**config.mk**
```make
export PLATFORM = sky130hd
export DESIGN_NAME = fft_run_sequencer
export DESIGN_NICKNAME = d
export VERILOG_FILES = /design/src/rtl/fft_seq_pkg.sv /design/src/rtl/seq_timer.sv /design/src/rtl/fft_run_sequencer.sv
export SDC_FILE = /design/constraint.sdc
export NUM_CORES = 1
export LEC_CHECK = 0
export CAP_MARGIN = 20
export CORE_UTILIZATION = 40
export CTS_CLUSTER_DIAMETER = 120
export DETAILED_ROUTE_END_ITERATION = 6
export HOLD_SLACK_MARGIN = 0.05
export PLACE_DENSITY = 0.73
export SLEW_MARGIN = 5
export SYNTH_ARGS = -nofsm -noshare
export SYNTH_HDL_FRONTEND = slang
export SYNTH_SLANG_ARGS = --single-unit
```
**constraint.sdc**
```tcl
create_clock -name clk -period 3.1 [get_ports clk]
set_clock_uncertainty 0.2 [all_clocks]
set_input_delay 0.62 -clock clk [delete_from_list [all_inputs] [get_ports clk]]
set_output_delay 0.62 -clock clk [all_outputs]
set_load 0.005 [all_outputs]
```
**src/rtl/fft_seq_pkg.sv**
```systemverilog
// rtl/fft_seq_pkg.sv - state encoding, default parameters and timer sizing for the run sequencer
package fft_seq_pkg;

  typedef enum logic [3:0] {
    IDLE,
    START,
    WAIT_LOW,
    WAIT_FFT,
    SETTLE,
    CHECK,
    WAIT_CHK,
    REPORT,
    LOCKED
  } state_t;

  localparam int DEF_START_LEN  = 2;
  localparam int DEF_SETTLE_LEN = 5;
  localparam int DEF_TIMEOUT    = 4096;
  localparam int DEF_CNT_W      = 16;

  function automatic int timer_w(input int a, input int b, input int c);
    int m;
    m = a;
    if (b > m) m = b;
    if (c > m) m = c;
    return $clog2(m + 1);
  endfunction

endpackage

```
**src/rtl/seq_timer.sv**
```systemverilog
// rtl/seq_timer.sv - loadable down-counter with zero flag, shared by start, settle and watchdog timing
module seq_timer #(
  parameter int W = 8
) (
  input  logic         clk,
  input  logic         rst,
  input  logic         load,
  input  logic         dec,
  input  logic [W-1:0] load_val,
  output logic         zero
);

  logic [W-1:0] count;

  always_ff @(posedge clk) begin
    if (rst) begin
      count <= '0;
    end else if (load) begin
      count <= load_val;
    end else if (dec && (count != '0)) begin
      count <= count - 1'b1;
    end
  end

  assign zero = (count == '0);

endmodule

```
**src/rtl/fft_run_sequencer.sv**
```systemverilog
// rtl/fft_run_sequencer.sv - sequences one FFT self-test run with watchdog and run/fail counters
// FFT_SEQ_SOAK_EN: a passing run with start_sw still high restarts directly from LOCKED.
module fft_run_sequencer
  import fft_seq_pkg::*;
#(
  parameter int START_LEN  = DEF_START_LEN,
  parameter int SETTLE_LEN = DEF_SETTLE_LEN,
  parameter int TIMEOUT    = DEF_TIMEOUT,
  parameter int CNT_W      = DEF_CNT_W
) (
  input  logic             clk,
  input  logic             rst,
  input  logic             start_sw,
  input  logic             unlock,
  input  logic             fft_done,
  input  logic             check_done,
  input  logic             check_q,
  output logic             start_fft,
  output logic             start_comp,
  output logic             busy,
  output logic             done,
  output logic             pass,
  output logic             fail,
  output logic             timeout,
  output logic [CNT_W-1:0] run_count,
  output logic [CNT_W-1:0] fail_count
);

  localparam int TW = timer_w(TIMEOUT, START_LEN, SETTLE_LEN);

  state_t        state;
  logic          chk_prev;
  logic          chk_rise;
  logic          tmr_load;
  logic          tmr_dec;
  logic [TW-1:0] tmr_val;
  logic          tmr_zero;
  logic          wd_abort;

  assign chk_rise = check_done & ~chk_prev;

  // The timer is (re)loaded on the edge that enters a timed state, so it
  // always starts fresh; otherwise it counts down while in that state.
  always_comb begin
    tmr_load = 1'b0;
    tmr_dec  = 1'b0;
    tmr_val  = TW'(START_LEN - 1);
    wd_abort = 1'b0;
    case (state)
      IDLE, LOCKED: tmr_load = 1'b1;
      START: begin
        if (tmr_zero) begin
          tmr_load = 1'b1;
          tmr_val  = TW'(TIMEOUT - 1);
        end else begin
          tmr_dec = 1'b1;
        end
      end
      WAIT_LOW: begin
        if (!fft_done) begin
          tmr_load = 1'b1;
          tmr_val  = TW'(TIMEOUT - 1);
        end else begin
          tmr_dec  = 1'b1;
          wd_abort = tmr_zero;
        end
      end
      WAIT_FFT: begin
        if (fft_done) begin
          tmr_load = 1'b1;
          tmr_val  = TW'(SETTLE_LEN - 1);
        end else begin
          tmr_dec  = 1'b1;
          wd_abort = tmr_zero;
        end
      end
      SETTLE: tmr_dec = 1'b1;
      CHECK: begin
        tmr_load = 1'b1;
        tmr_val  = TW'(TIMEOUT - 1);
      end
      WAIT_CHK: begin
        tmr_dec  = 1'b1;
        wd_abort = tmr_zero & ~chk_rise;
      end
      default: ;
    endcase
  end

  seq_timer #(.W(TW)) u_timer (
    .clk      (clk),
    .rst      (rst),
    .load     (tmr_load),
    .dec      (tmr_dec),
    .load_val (tmr_val),
    .zero     (tmr_zero)
  );

  always_ff @(posedge clk) begin
    if (rst) begin
      state      <= IDLE;
      chk_prev   <= 1'b0;
      start_fft  <= 1'b0;
      start_comp <= 1'b0;
      busy       <= 1'b0;
      done       <= 1'b1;
      pass       <= 1'b0;
      fail       <= 1'b0;
      timeout    <= 1'b0;
      run_count  <= '0;
      fail_count <= '0;
    end else begin
      chk_prev <= check_done;
      case (state)
        IDLE: begin
          if (start_sw) begin
            state     <= START;
            start_fft <= 1'b1;
            busy      <= 1'b1;
            done      <= 1'b0;
            pass      <= 1'b0;
            fail      <= 1'b0;
            timeout   <= 1'b0;
          end
        end
        START: begin
          if (tmr_zero) begin
            state     <= WAIT_LOW;
            start_fft <= 1'b0;
          end
        end
        WAIT_LOW: if (!fft_done) state <= WAIT_FFT;
        WAIT_FFT: if (fft_done) state <= SETTLE;
        SETTLE: begin
          if (tmr_zero) begin
            state      <= CHECK;
            start_comp <= 1'b1;
          end
        end
        CHECK: begin
          state      <= WAIT_CHK;
          start_comp <= 1'b0;
        end
        WAIT_CHK: begin
          if (chk_rise) begin
            state <= REPORT;
            pass  <= check_q;
            fail  <= ~check_q;
          end
        end
        REPORT: begin
          state <= LOCKED;
          busy  <= 1'b0;
          done  <= 1'b1;
          if (run_count != '1) run_count <= run_count + 1'b1;
          if (fail && (fail_count != '1)) fail_count <= fail_count + 1'b1;
        end
        LOCKED: begin
          if (unlock) begin
            state <= IDLE;
          end
`ifdef FFT_SEQ_SOAK_EN
          else if (pass && start_sw) begin
            state     <= START;
            start_fft <= 1'b1;
            busy      <= 1'b1;
            done      <= 1'b0;
            pass      <= 1'b0;
            fail      <= 1'b0;
            timeout   <= 1'b0;
          end
`endif
        end
        default: state <= IDLE;
      endcase
      // Watchdog expiry overrides whatever the WAIT_* state decided.
      if (wd_abort) begin
        state   <= REPORT;
        timeout <= 1'b1;
        fail    <= 1'b1;
        pass    <= 1'b0;
      end
    end
  end

endmodule

```
Yosys cells after proc, flatten, opt, wreduce, memory -nomap -nowiden
Index checks and enable logic that the tools add are counted.
- register bits after elaboration: 57
- input port bits: 7
- output and inout port bits: 39
- logic and storage cells: 110
- $add $sub $neg: 3
- equality and inequality tests: 24
- multiplexer cells: 39
- bitwise logic cells: 5
- reduce and logical (&&, ||, !) cells: 26
- operator list (operator ; count):
    12-bit one-hot mux with 4 select lines ; 1
    4-bit one-hot mux with 9 select lines ; 1
    16-bit by 1-bit adder with 16-bit output, second input constant ; 2
    16-bit inequality test, second input constant ; 2
    4-bit 2-to-1 mux ; 7
    13-bit 2-to-1 mux ; 2
    12-bit 2-to-1 mux ; 2
    3-bit inequality test, second input constant ; 7
    4-bit by 3-bit equality test with 1-bit output, second input constant ; 4
    1-bit 2-to-1 mux ; 15
    2-bit inequality test, second input constant ; 7
    7-bit AND reduction ; 2
    2-bit nonzero test ; 7
    13-bit zero test ; 1
    13-bit nonzero test ; 1
    13-bit by 1-bit subtractor with 13-bit output, second input constant ; 1
    1-bit one-hot mux with 2 select lines ; 6
    2-bit AND reduction ; 5
    3-bit AND reduction ; 3
    4-bit by 2-bit equality test with 1-bit output, second input constant ; 2
    1-bit one-hot mux with 4 select lines ; 2
    3-bit 2-to-1 mux ; 2
    4-bit by 1-bit equality test with 1-bit output, second input constant ; 1
    4-bit equality test, second input constant ; 1
    other kinds (8) ; 13

Longest topological paths before layout
Gate-level depths: netlist of the first run.
- depth in word-level cells: 7
- gate-level depth with buffers: 9

Cells and area by module
Synthesis of the first run repeated with hierarchy kept, for this count alone.
- cell total of the unflattened synthesis: 371
- area, all modules: 3128.0 um^2
- modules (own cells, without submodules) (module ; times used ; cells each ; area each (um^2)):
    fft_run_sequencer ; 1 ; 271 ; 2294.7
    seq_timer ; 1 ; 100 ; 833.3

Least setup slack after synthesis of the first run
Ideal clock, no wire load.
- path kind: reg2reg
- start: register u_timer.count[0]
- end: register u_timer.count[10]
- setup time: 0.127 ns
- arrival: 1.905 ns
- data required time: 2.773 ns
- slack: 0.868 ns
- cell stages (with the launch flop): 9
- buffers on the path: 1
- clock period less this slack: 2.232 ns
- cell sequence: dfxtp_1 -> inv_1 -> ha_1 -> or4b_1 -> o41ai_4 -> a31oi_2 -> buf_6 -> o31ai_1 -> a211oi_1
- word-level cells in the longest chain between the ends: 5
- elaborated cells on any way between the ends: 13
- those cells by class: add/sub (1); mux (8); reduce/logical (4)
- RTL lines (element ; RTL line ; source):
    start: declaration ; seq_timer.sv:13 ; logic [W-1:0] count;
    start signal: assignment ; seq_timer.sv:19 ; count <= load_val;
    start signal: assignment ; seq_timer.sv:21 ; count <= count - 1'b1;
    parallel branches: the longest is 5 deep, another holds 13-bit by 1-bit subtractor with 13-bit output ; -- ;
Parallel ways; which one is timed is not known. The select of a mux whose other input is x is not followed.
A chain may end at the register's enable or synchronous reset.

Final worst setup path of the first run
- start: register u_timer.count[0]
- end: register u_timer.count[9]
Same word-level chain as after synthesis.

==> impl_results.rst, run 1 <==
.. list-table::
   :header-rows: 1

   * - Metric
     - Value
   * - Number of global-route vias before repair
     - 2830
   * - First-pass detailed-route iteration total
     - 5
   * - Power density over cell area
     - 832 mW/mm²
   * - Average vias per placed instance
     - 5.77
   * - Number of slew-limit violations in the final report
     - 0
   * - Cell count after placement
     - 518
   * - Area added between synthesis and finish
     - 25.5%
   * - Critical path peak fanout
     - 10
   * - Clk Latency, worst-skew pair
     - 0.34 ns
   * - Critical Path Source Type
     - register
   * - Width of the chip
     - 91.5 µm
   * - Cell count after synthesis
     - 381
   * - Min Hold Slack
     - 0.281 ns
   * - Seq/Total Area, Yosys
     - 35.6%
   * - Detailed router's first-iteration violation count
     - 174
   * - Kind of critical path
     - reg2reg
   * - Maximum clock insertion buffer count
     - 2
   * - Synth warnings
     - 0
   * - Core footprint
     - 0.00773 mm²
   * - Area occupied by multi-input gates
     - 0.00192 mm²
   * - Cell depth of the worst flop-to-flop path
     - 8
   * - Longest individual stage delay on the worst path
     - 0.45 ns
   * - Hold path startpoint
     - timeout$_SDFFE_PP0P_
   * - Share of flip-flops with an asynchronous set or reset
     - 0%
   * - Initial antenna violation count
     - 0
   * - Placement-stage cell area
     - 0.00378 mm²
   * - Worst-Margin Slew
     - 0.942 ns
   * - Final wirelength
     - 8120 µm
   * - Run status
     - completed
   * - TritonCTS clock tree
     - done
   * - # H-tree levels
     - 3
   * - Critical-path top delay cell
     - sky130_fd_sc_hd__or2_0
   * - Unrepaired setup endpoints after global routing
     - no
   * - Cts-stage hold buffer count
     - 0
   * - Post-layout minimum cycle time
     - 2.74 ns
   * - Share of cells above drive strength 1
     - 8.56%
   * - Mean Syn Cell Area
     - 8.41 µm²
   * - Destination of the worst register-to-register timing path
     - u_timer.count[9]$_SDFFE_PP0P_
   * - Avg WL per Cell
     - 15.2 µm
   * - Area taken by flip-flops and latches
     - 0.00114 mm²
   * - FF+latch count, synth
     - 57
   * - Arrival time worst endpoint
     - 2.78 ns
   * - Number of buffers inserted by post-CTS setup repair
     - 0
   * - Peak Freq
     - 0.366 GHz
   * - Netlist area before placement
     - 0.00321 mm²
   * - Leakage power of the design
     - 1.38 nW
   * - Die Area
     - 0.00838 mm²
   * - Inserted Diodes
     - 0
   * - Clock transition at the register clock pins on the worst setup and hold paths after CTS
     - 0.07 ns
   * - Count of flip-flops with a built-in enable after synthesis
     - 0
   * - Post-route ant nets
     - 0
   * - RR Startpoint
     - u_timer.count[0]$_SDFFE_PP0P_
   * - Final worst-path setup slack
     - 0.365 ns
   * - Element type at the critical path end
     - register
   * - Final core occ
     - 52.1%
   * - Most frequent cells in the layout
     - sky130_fd_sc_hd__dfxtp_1, sky130_fd_sc_hd__clkdlybuf4s50_1, sky130_fd_sc_hd__nor2_1
   * - Number of clock sinks
     - 57
   * - Clock root buffer master
     - sky130_fd_sc_hd__clkbuf_8
   * - Finish-stage setup viols
     - 0
   * - Max-cap check violation count
     - 0
   * - CP Cell Sequence
     - inv_1 > ha_1 > buf_4 > nor2b_1 > a41o_1 > or2_0 > nand3_2 > a211oi_1
   * - VDD IR max
     - 0.346 mV
   * - Port Buf Inserts
     - 45
   * - GRT overflow
     - 0
   * - Leading cell type in the layout, fill and taps excluded
     - sky130_fd_sc_hd__dfxtp_1
   * - Class of the most critical hold timing path
     - reg2reg
   * - Initial core utilization
     - 41.5%
   * - Ranking of synthesized cells by area
     - sky130_fd_sc_hd__dfxtp_1, sky130_fd_sc_hd__nor2_1, sky130_fd_sc_hd__xor2_1
   * - Half-perimeter wire length after detailed placement
     - 5630 µm
   * - Reg-to-reg setup timing slack
     - 0.36 ns
   * - CP Data Required Time
     - 3.14 ns
   * - Worst-case setup slack after placement
     - 0.205 ns
   * - Vias
     - 3081
   * - Top flip-flop cell by instance count after synthesis
     - sky130_fd_sc_hd__dfxtp_1
   * - Sum of negative setup slack
     - 0 ns
   * - Capture point of the critical path
     - u_timer.count[9]$_SDFFE_PP0P_
   * - Power Total
     - 3.35 mW
   * - Count of cell types in the netlist
     - 61
   * - Num CTS Buffers
     - 9
   * - Number of cells upsized or downsized after cts
     - 0
   * - Worst setup path startpoint
     - u_timer.count[0]$_SDFFE_PP0P_
   * - Slew headroom
     - 36.4%
   * - Most area-hungry cell type in the Yosys netlist
     - sky130_fd_sc_hd__dfxtp_1
   * - Final hold violations
     - 0
   * - Total non-filler cell area in the finished layout
     - 0.00402 mm²
   * - Total nets after synthesis
     - 391
   * - Number of standard cells in the layout, taps in and fillers out
     - 534
   * - Remaining design rule violation count
     - 0
   * - Yosys top cell area share
     - 35.6%
   * - Fillers
     - 712
   * - Num rows
     - 32
   * - Pin count of the biggest net entering global routing
     - 48
   * - # nets final
     - 437
   * - RD Place Congestion
     - 0.855
   * - Global routing usage summed across all routing layers
     - 19.7%
   * - Chip Height
     - 91.5 µm
   * - # IOs
     - 46
   * - Share of the cycle needed by the critical path after routing
     - 88.2%
   * - Global-route wire length before repair
     - 13200 µm
cells in the mapped netlist (all sizes together) (6+ instances only):
| master | n |
|---|---|
| a211oi | 13 |
| and4 | 8 |
| nand2b | 6 |
| o31ai | 8 |
| a21oi | 15 |
| nor3b | 6 |
| or3 | 7 |
| dfxtp | 57 |
| nand2 | 26 |
| a32oi | 8 |
| xor2 | 16 |
| o21ai | 13 |
| and3 | 9 |
| a31oi | 7 |
| nor4 | 10 |
| inv | 13 |
| clkbuf | 10 |
| buf | 10 |
| nor2 | 41 |
| xnor2 | 13 |
| nor3 | 11 |
| nand4 | 16 |
| nand3 | 14 |
kinds of logic (layout without fill, tap and decap cells):
| group | after synthesis | after routing | synth area share, % |
|---|---|---|---|
| xor+xnor | 29 | 29 | 7.92 |
| fa+ha+maj | 3 | 3 | 1.17 |
| simple gates | 175 | 175 | 31.2 |
| mux | 4 | 4 | 1.29 |
| flops | 57 | 57 | 35.6 |
| buf+inv | 33 | 84 | 4.37 |
| compound gates | 80 | 80 | 18.4 |
worst min-delay path by stage:
stage	cells after the start	slack, ns	end
finish	2	0.28	timeout$_SDFFE_PP0P_
global route	1	0.29	u_timer.count[12]$_SDFFE_PP0P_
CTS	1	0.28	u_timer.count[12]$_SDFFE_PP0P_
detailed placement	2	0.27	done$_SDFFE_PP1P_
global placement	2	0.26	done$_SDFFE_PP1P_
floorplan	2	0.25	timeout$_SDFFE_PP0P_
routing by layer:
metal	GRT usage, %	up-vias	wire length, µm	share of wire [%]
li1	-	1520	-	-
met1	24.5	1460	3810	47
met2	32.5	92	3820	47
met3	4.86	9	388	4.8
met4	7.67	0	95	1.2
met5	0	-	0	0
power breakdown:
group	switching, mW	internal (mW)
clock network	0.307	0.555
logic	0.856	0.623
registers	0.180	0.828
cell type report:
cell class	count	area share (%)
inverters	13	1.21
repair buffers	55	13.4
well taps	102	3.17
flip-flops and latches	57	28.4
clock buffers	11	3.51
multi-input cells	291	47.8
clock inverters	5	2.55
state kept, by name (all words and copies together) (netlist names):
name / cells
fail_count: 16
run_count: 16
u_timer.count: 13
state: 4
busy: 1
chk_prev: 1
done: 1
fail: 1
pass: 1
start_comp: 1
start_fft: 1
timeout: 1
worst max-delay path: cells and delay by family (launching register included):
family / cells / cell delay, ns
simple gates: 3 / 1.06
compound gates: 2 / 0.58
flops: 1 / 0.37
buf+inv: 2 / 0.26
fa+ha+maj: 1 / 0.17
Power figures use the tool's default switching activity.
==> inputs of run 2 (changes only) <==
- CAP_MARGIN: 20 -> default
==> results of run 2 <==
Final layout, timing and power as in run 1 (identical DEF).
==> inputs of run 3 (changes only) <==
- ABC_AREA: default -> 1
- PLACE_DENSITY: 0.73 -> 0.72
==> run 3 against run 2 <==
  * Core utilization is 1.8 points lower
  * Cell count is 30% higher
  * Worst hold slack worse by 0.020 ns
  * Global-route usage is 0.071 points higher
  * Clock power is 15% lower
  * Combinational power is 14% lower
  * Design area is 4.3% higher
  * Sequential share of layout area is 1.2 points lower
  * Synthesized cell count is 42% higher
  * First-iteration DRC count is 23% higher
  * Power is 13% lower
  * Area after synthesis is 9.0% higher
==> impl_results.rst, run 3 <==
.. list-table::
   :header-rows: 1

   * - Metric
     - Value
   * - Peak Freq
     - 0.440 GHz
   * - Clock transition at the register clock pins on the worst setup and hold paths after CTS
     - 0.06 ns
   * - Total number of cells along the worst setup path
     - 9
   * - Critical-path top delay cell
     - sky130_fd_sc_hd__dfxtp_1
   * - Global-route wire length before repair
     - 14400 µm
   * - Average vias per placed instance
     - 5.02
   * - Leading cell type in the layout, fill and taps excluded
     - sky130_fd_sc_hd__nand2_1
   * - Area added between synthesis and finish
     - 20.1%
   * - Power density over cell area
     - 695 mW/mm²
   * - Most area-hungry cell type in the Yosys netlist
     - sky130_fd_sc_hd__dfxtp_1
   * - GRT overflow
     - 0
   * - Synth warnings
     - 0
   * - First-pass detailed-route iteration total
     - 5
   * - Element type at the critical path end
     - register
   * - # IOs
     - 46
   * - Run status
     - completed
   * - RD Place Congestion
     - 0.882
   * - Finish-stage setup viols
     - 0
   * - Mean Syn Cell Area
     - 6.46 µm²
   * - Final worst-path setup slack
     - 0.829 ns
   * - Detailed router's first-iteration violation count
     - 214
   * - Number of cells on the worst hold path
     - 2
   * - Number of global-route vias before repair
     - 3290
   * - Slew headroom
     - 49.9%
   * - Initial core utilization
     - 41.9%
   * - Placement-stage cell area
     - 0.00400 mm²
   * - # H-tree levels
     - 3
   * - FF+latch count, synth
     - 57
   * - Leakage power of the design
     - 1.70 nW
   * - Cts-stage hold buffer count
     - 0
   * - Port Buf Inserts
     - 45
   * - TritonCTS clock tree
     - done
   * - Max-cap check violation count
     - 0
   * - Cell depth of the worst flop-to-flop path
     - 9
   * - Remaining design rule violation count
     - 0
   * - Initial antenna violation count
     - 0
   * - Global routing usage summed across all routing layers
     - 19.7%
   * - # nets final
     - 596
   * - Total nets after synthesis
     - 551
   * - Number of slew-limit violations in the final report
     - 0
   * - Pin count of the biggest net entering global routing
     - 34
   * - Worst-case setup slack after placement
     - 0.588 ns
   * - Worst-Margin Slew
     - 0.751 ns
   * - Fillers
     - 847
   * - Half-perimeter wire length after detailed placement
     - 6060 µm
   * - Yosys top cell area share
     - 32.7%
   * - Clk Latency, worst-skew pair
     - 0.33 ns
   * - Unrepaired setup endpoints after global routing
     - no
   * - Count of flip-flops with a built-in enable after synthesis
     - 0
   * - Sum of negative setup slack
     - 0 ns
   * - Num CTS Buffers
     - 9
   * - Ranking of synthesized cells by instance count
     - sky130_fd_sc_hd__nand2_1, sky130_fd_sc_hd__nor2_1, sky130_fd_sc_hd__dfxtp_1
   * - Num rows
     - 33
   * - CP Data Required Time
     - 3.17 ns
   * - Post-layout minimum cycle time
     - 2.27 ns
   * - Number of buffers inserted by post-CTS setup repair
     - 0
   * - Chip Height
     - 95.5 µm
   * - Critical Path Source Type
     - register
   * - Post-route ant nets
     - 0
   * - Core footprint
     - 0.00834 mm²
   * - Count of cell types in the netlist
     - 33
   * - Top flip-flop cell by instance count after synthesis
     - sky130_fd_sc_hd__dfxtp_1
   * - Leading registers by flop count
     - fail_count x16, run_count x16, u_timer.count x13
   * - Arrival time worst endpoint
     - 2.34 ns
   * - Total non-filler cell area in the finished layout
     - 0.00420 mm²
   * - Number of clock sinks
     - 57
   * - Width of the chip
     - 95.5 µm
   * - CP Cell Sequence
     - ha_1 > inv_1 > nor2_1 > nand3_1 > nand2_1 > nand2_2 > inv_2 > o21ai_0 > a21oi_1
   * - Critical path peak fanout
     - 15
   * - Cell count after synthesis
     - 541
   * - Share of cells above drive strength 1
     - 8.15%
   * - Vias
     - 3486
   * - Kind of critical path
     - reg2reg
   * - Family with the most delay on the worst path
     - simple AND/OR/NAND/NOR gates
   * - Class of the most critical hold timing path
     - reg2reg
   * - Die Area
     - 0.00911 mm²
   * - Inserted Diodes
     - 0
   * - Cell count after placement
     - 680
   * - Most frequent cells in the layout
     - sky130_fd_sc_hd__nand2_1, sky130_fd_sc_hd__nor2_1, sky130_fd_sc_hd__dfxtp_1
   * - Most numerous cell in the Yosys netlist
     - sky130_fd_sc_hd__nand2_1
   * - Maximum clock insertion buffer count
     - 2
   * - Ranking of synthesized cells by area
     - sky130_fd_sc_hd__dfxtp_1, sky130_fd_sc_hd__nand2_1, sky130_fd_sc_hd__nor2_1
   * - Clock root buffer master
     - sky130_fd_sc_hd__clkbuf_8
   * - Final wirelength
     - 8300 µm
   * - Number of cells upsized or downsized after cts
     - 0
   * - Share of the cycle needed by the critical path after routing
     - 73.3%
   * - Avg WL per Cell
     - 12.0 µm
   * - Number of standard cells in the layout, taps in and fillers out
     - 694
   * - VDD IR max
     - 0.397 mV
   * - Share of flip-flops with an asynchronous set or reset
     - 0%
   * - Final hold violations
     - 0
   * - Netlist area before placement
     - 0.00349 mm²
   * - Seq/Total Area, Yosys
     - 32.7%
   * - Count of buffer and inverter cells on the critical path
     - 2
   * - Longest individual stage delay on the worst path
     - 0.46 ns
-- run 3: cell count changes after synthesis, moves of 8 or more --
cell,previous run,this run
sky130_fd_sc_hd__nand2_1,26,167
sky130_fd_sc_hd__nor2_1,41,80
sky130_fd_sc_hd__nand3_1,13,44
sky130_fd_sc_hd__inv_1,13,43
sky130_fd_sc_hd__a21oi_1,15,36
sky130_fd_sc_hd__a211oi_1,13,0
sky130_fd_sc_hd__and3_1,9,0
sky130_fd_sc_hd__nand4_1,16,7
sky130_fd_sc_hd__nor4_1,9,0
sky130_fd_sc_hd__and4_1,8,0
sky130_fd_sc_hd__inv_2,0,8
sky130_fd_sc_hd__o31ai_1,8,0
-- run 3: cell families after synthesis --
family / count (synthesis) / share of synthesized area (%)
AO/OA/AOI/OAI: 54 / 8.38
XOR/XNOR: 25 / 6.27
AND/OR/NAND/NOR: 336 / 43.1
flip-flops: 57 / 32.7
adder cells (fa/ha/maj): 3 / 1.07
buffers and inverters: 66 / 8.49
-- run 3: path summary, 6_finish.rpt --
check,endpoint,slack (ns),start
max,run_count[0]$_SDFFE_PP0P_,0.83,run_count[0]$_SDFFE_PP0P_
min,u_timer.count[12]$_SDFFE_PP0P_,0.26,u_timer.count[12]$_SDFFE_PP0P_
max reg2reg,run_count[0]$_SDFFE_PP0P_,0.83,run_count[0]$_SDFFE_PP0P_
min reg2reg,u_timer.count[12]$_SDFFE_PP0P_,0.26,u_timer.count[12]$_SDFFE_PP0P_
-- run 3: cell type report --
class	instances	area, µm²	area share [%]
clock buffer	10	128	3.04
clock inverter	4	70.1	1.67
inverter	53	204	4.86
multi-input combinational	418	2060	49.0
sequential	57	1140	27.2
tap	105	131	3.13
timing repair buffer	47	465	11.1
-- run 3: worst register-to-register path, cell delays in order (launching register included) --
cell and delay [ns]:
sky130_fd_sc_hd__dfxtp_1 0.46, sky130_fd_sc_hd__ha_1 0.31, sky130_fd_sc_hd__inv_1 0.06, sky130_fd_sc_hd__nor2_1 0.22
sky130_fd_sc_hd__nand3_1 0.15, sky130_fd_sc_hd__nand2_1 0.09, sky130_fd_sc_hd__nand2_2 0.18, sky130_fd_sc_hd__inv_2 0.26
sky130_fd_sc_hd__o21ai_0 0.12, sky130_fd_sc_hd__a21oi_1 0.15
-- run 3: metal layers --
layer | up-vias | GRT usage (%) | wire [µm]
li1 | 1808 | - | -
met4 | 0 | 5.60 | 114
met3 | 8 | 5.50 | 435
met1 | 1581 | 24.7 | 3820
met2 | 89 | 33.0 | 3940
met5 | - | 0 | 0
-- run 3: per-stage QoR --
stage,total power [mW],hold slack (ns),util [%]
floorplan,1.95,0.238,-
global placement,2.13,0.247,47.9
detailed placement,2.18,0.251,47.9
CTS,2.92,0.265,50.3
global route,3.16,0.283,50.3
finish,2.92,0.261,50.3
-- run 3: report_power, final --
group          leakage [nW]  switching, mW  internal, mW
logic                  1.13          0.840         0.441
clock network         0.102          0.295         0.441
registers             0.463         0.0786         0.820
total                  1.70           1.21          1.70
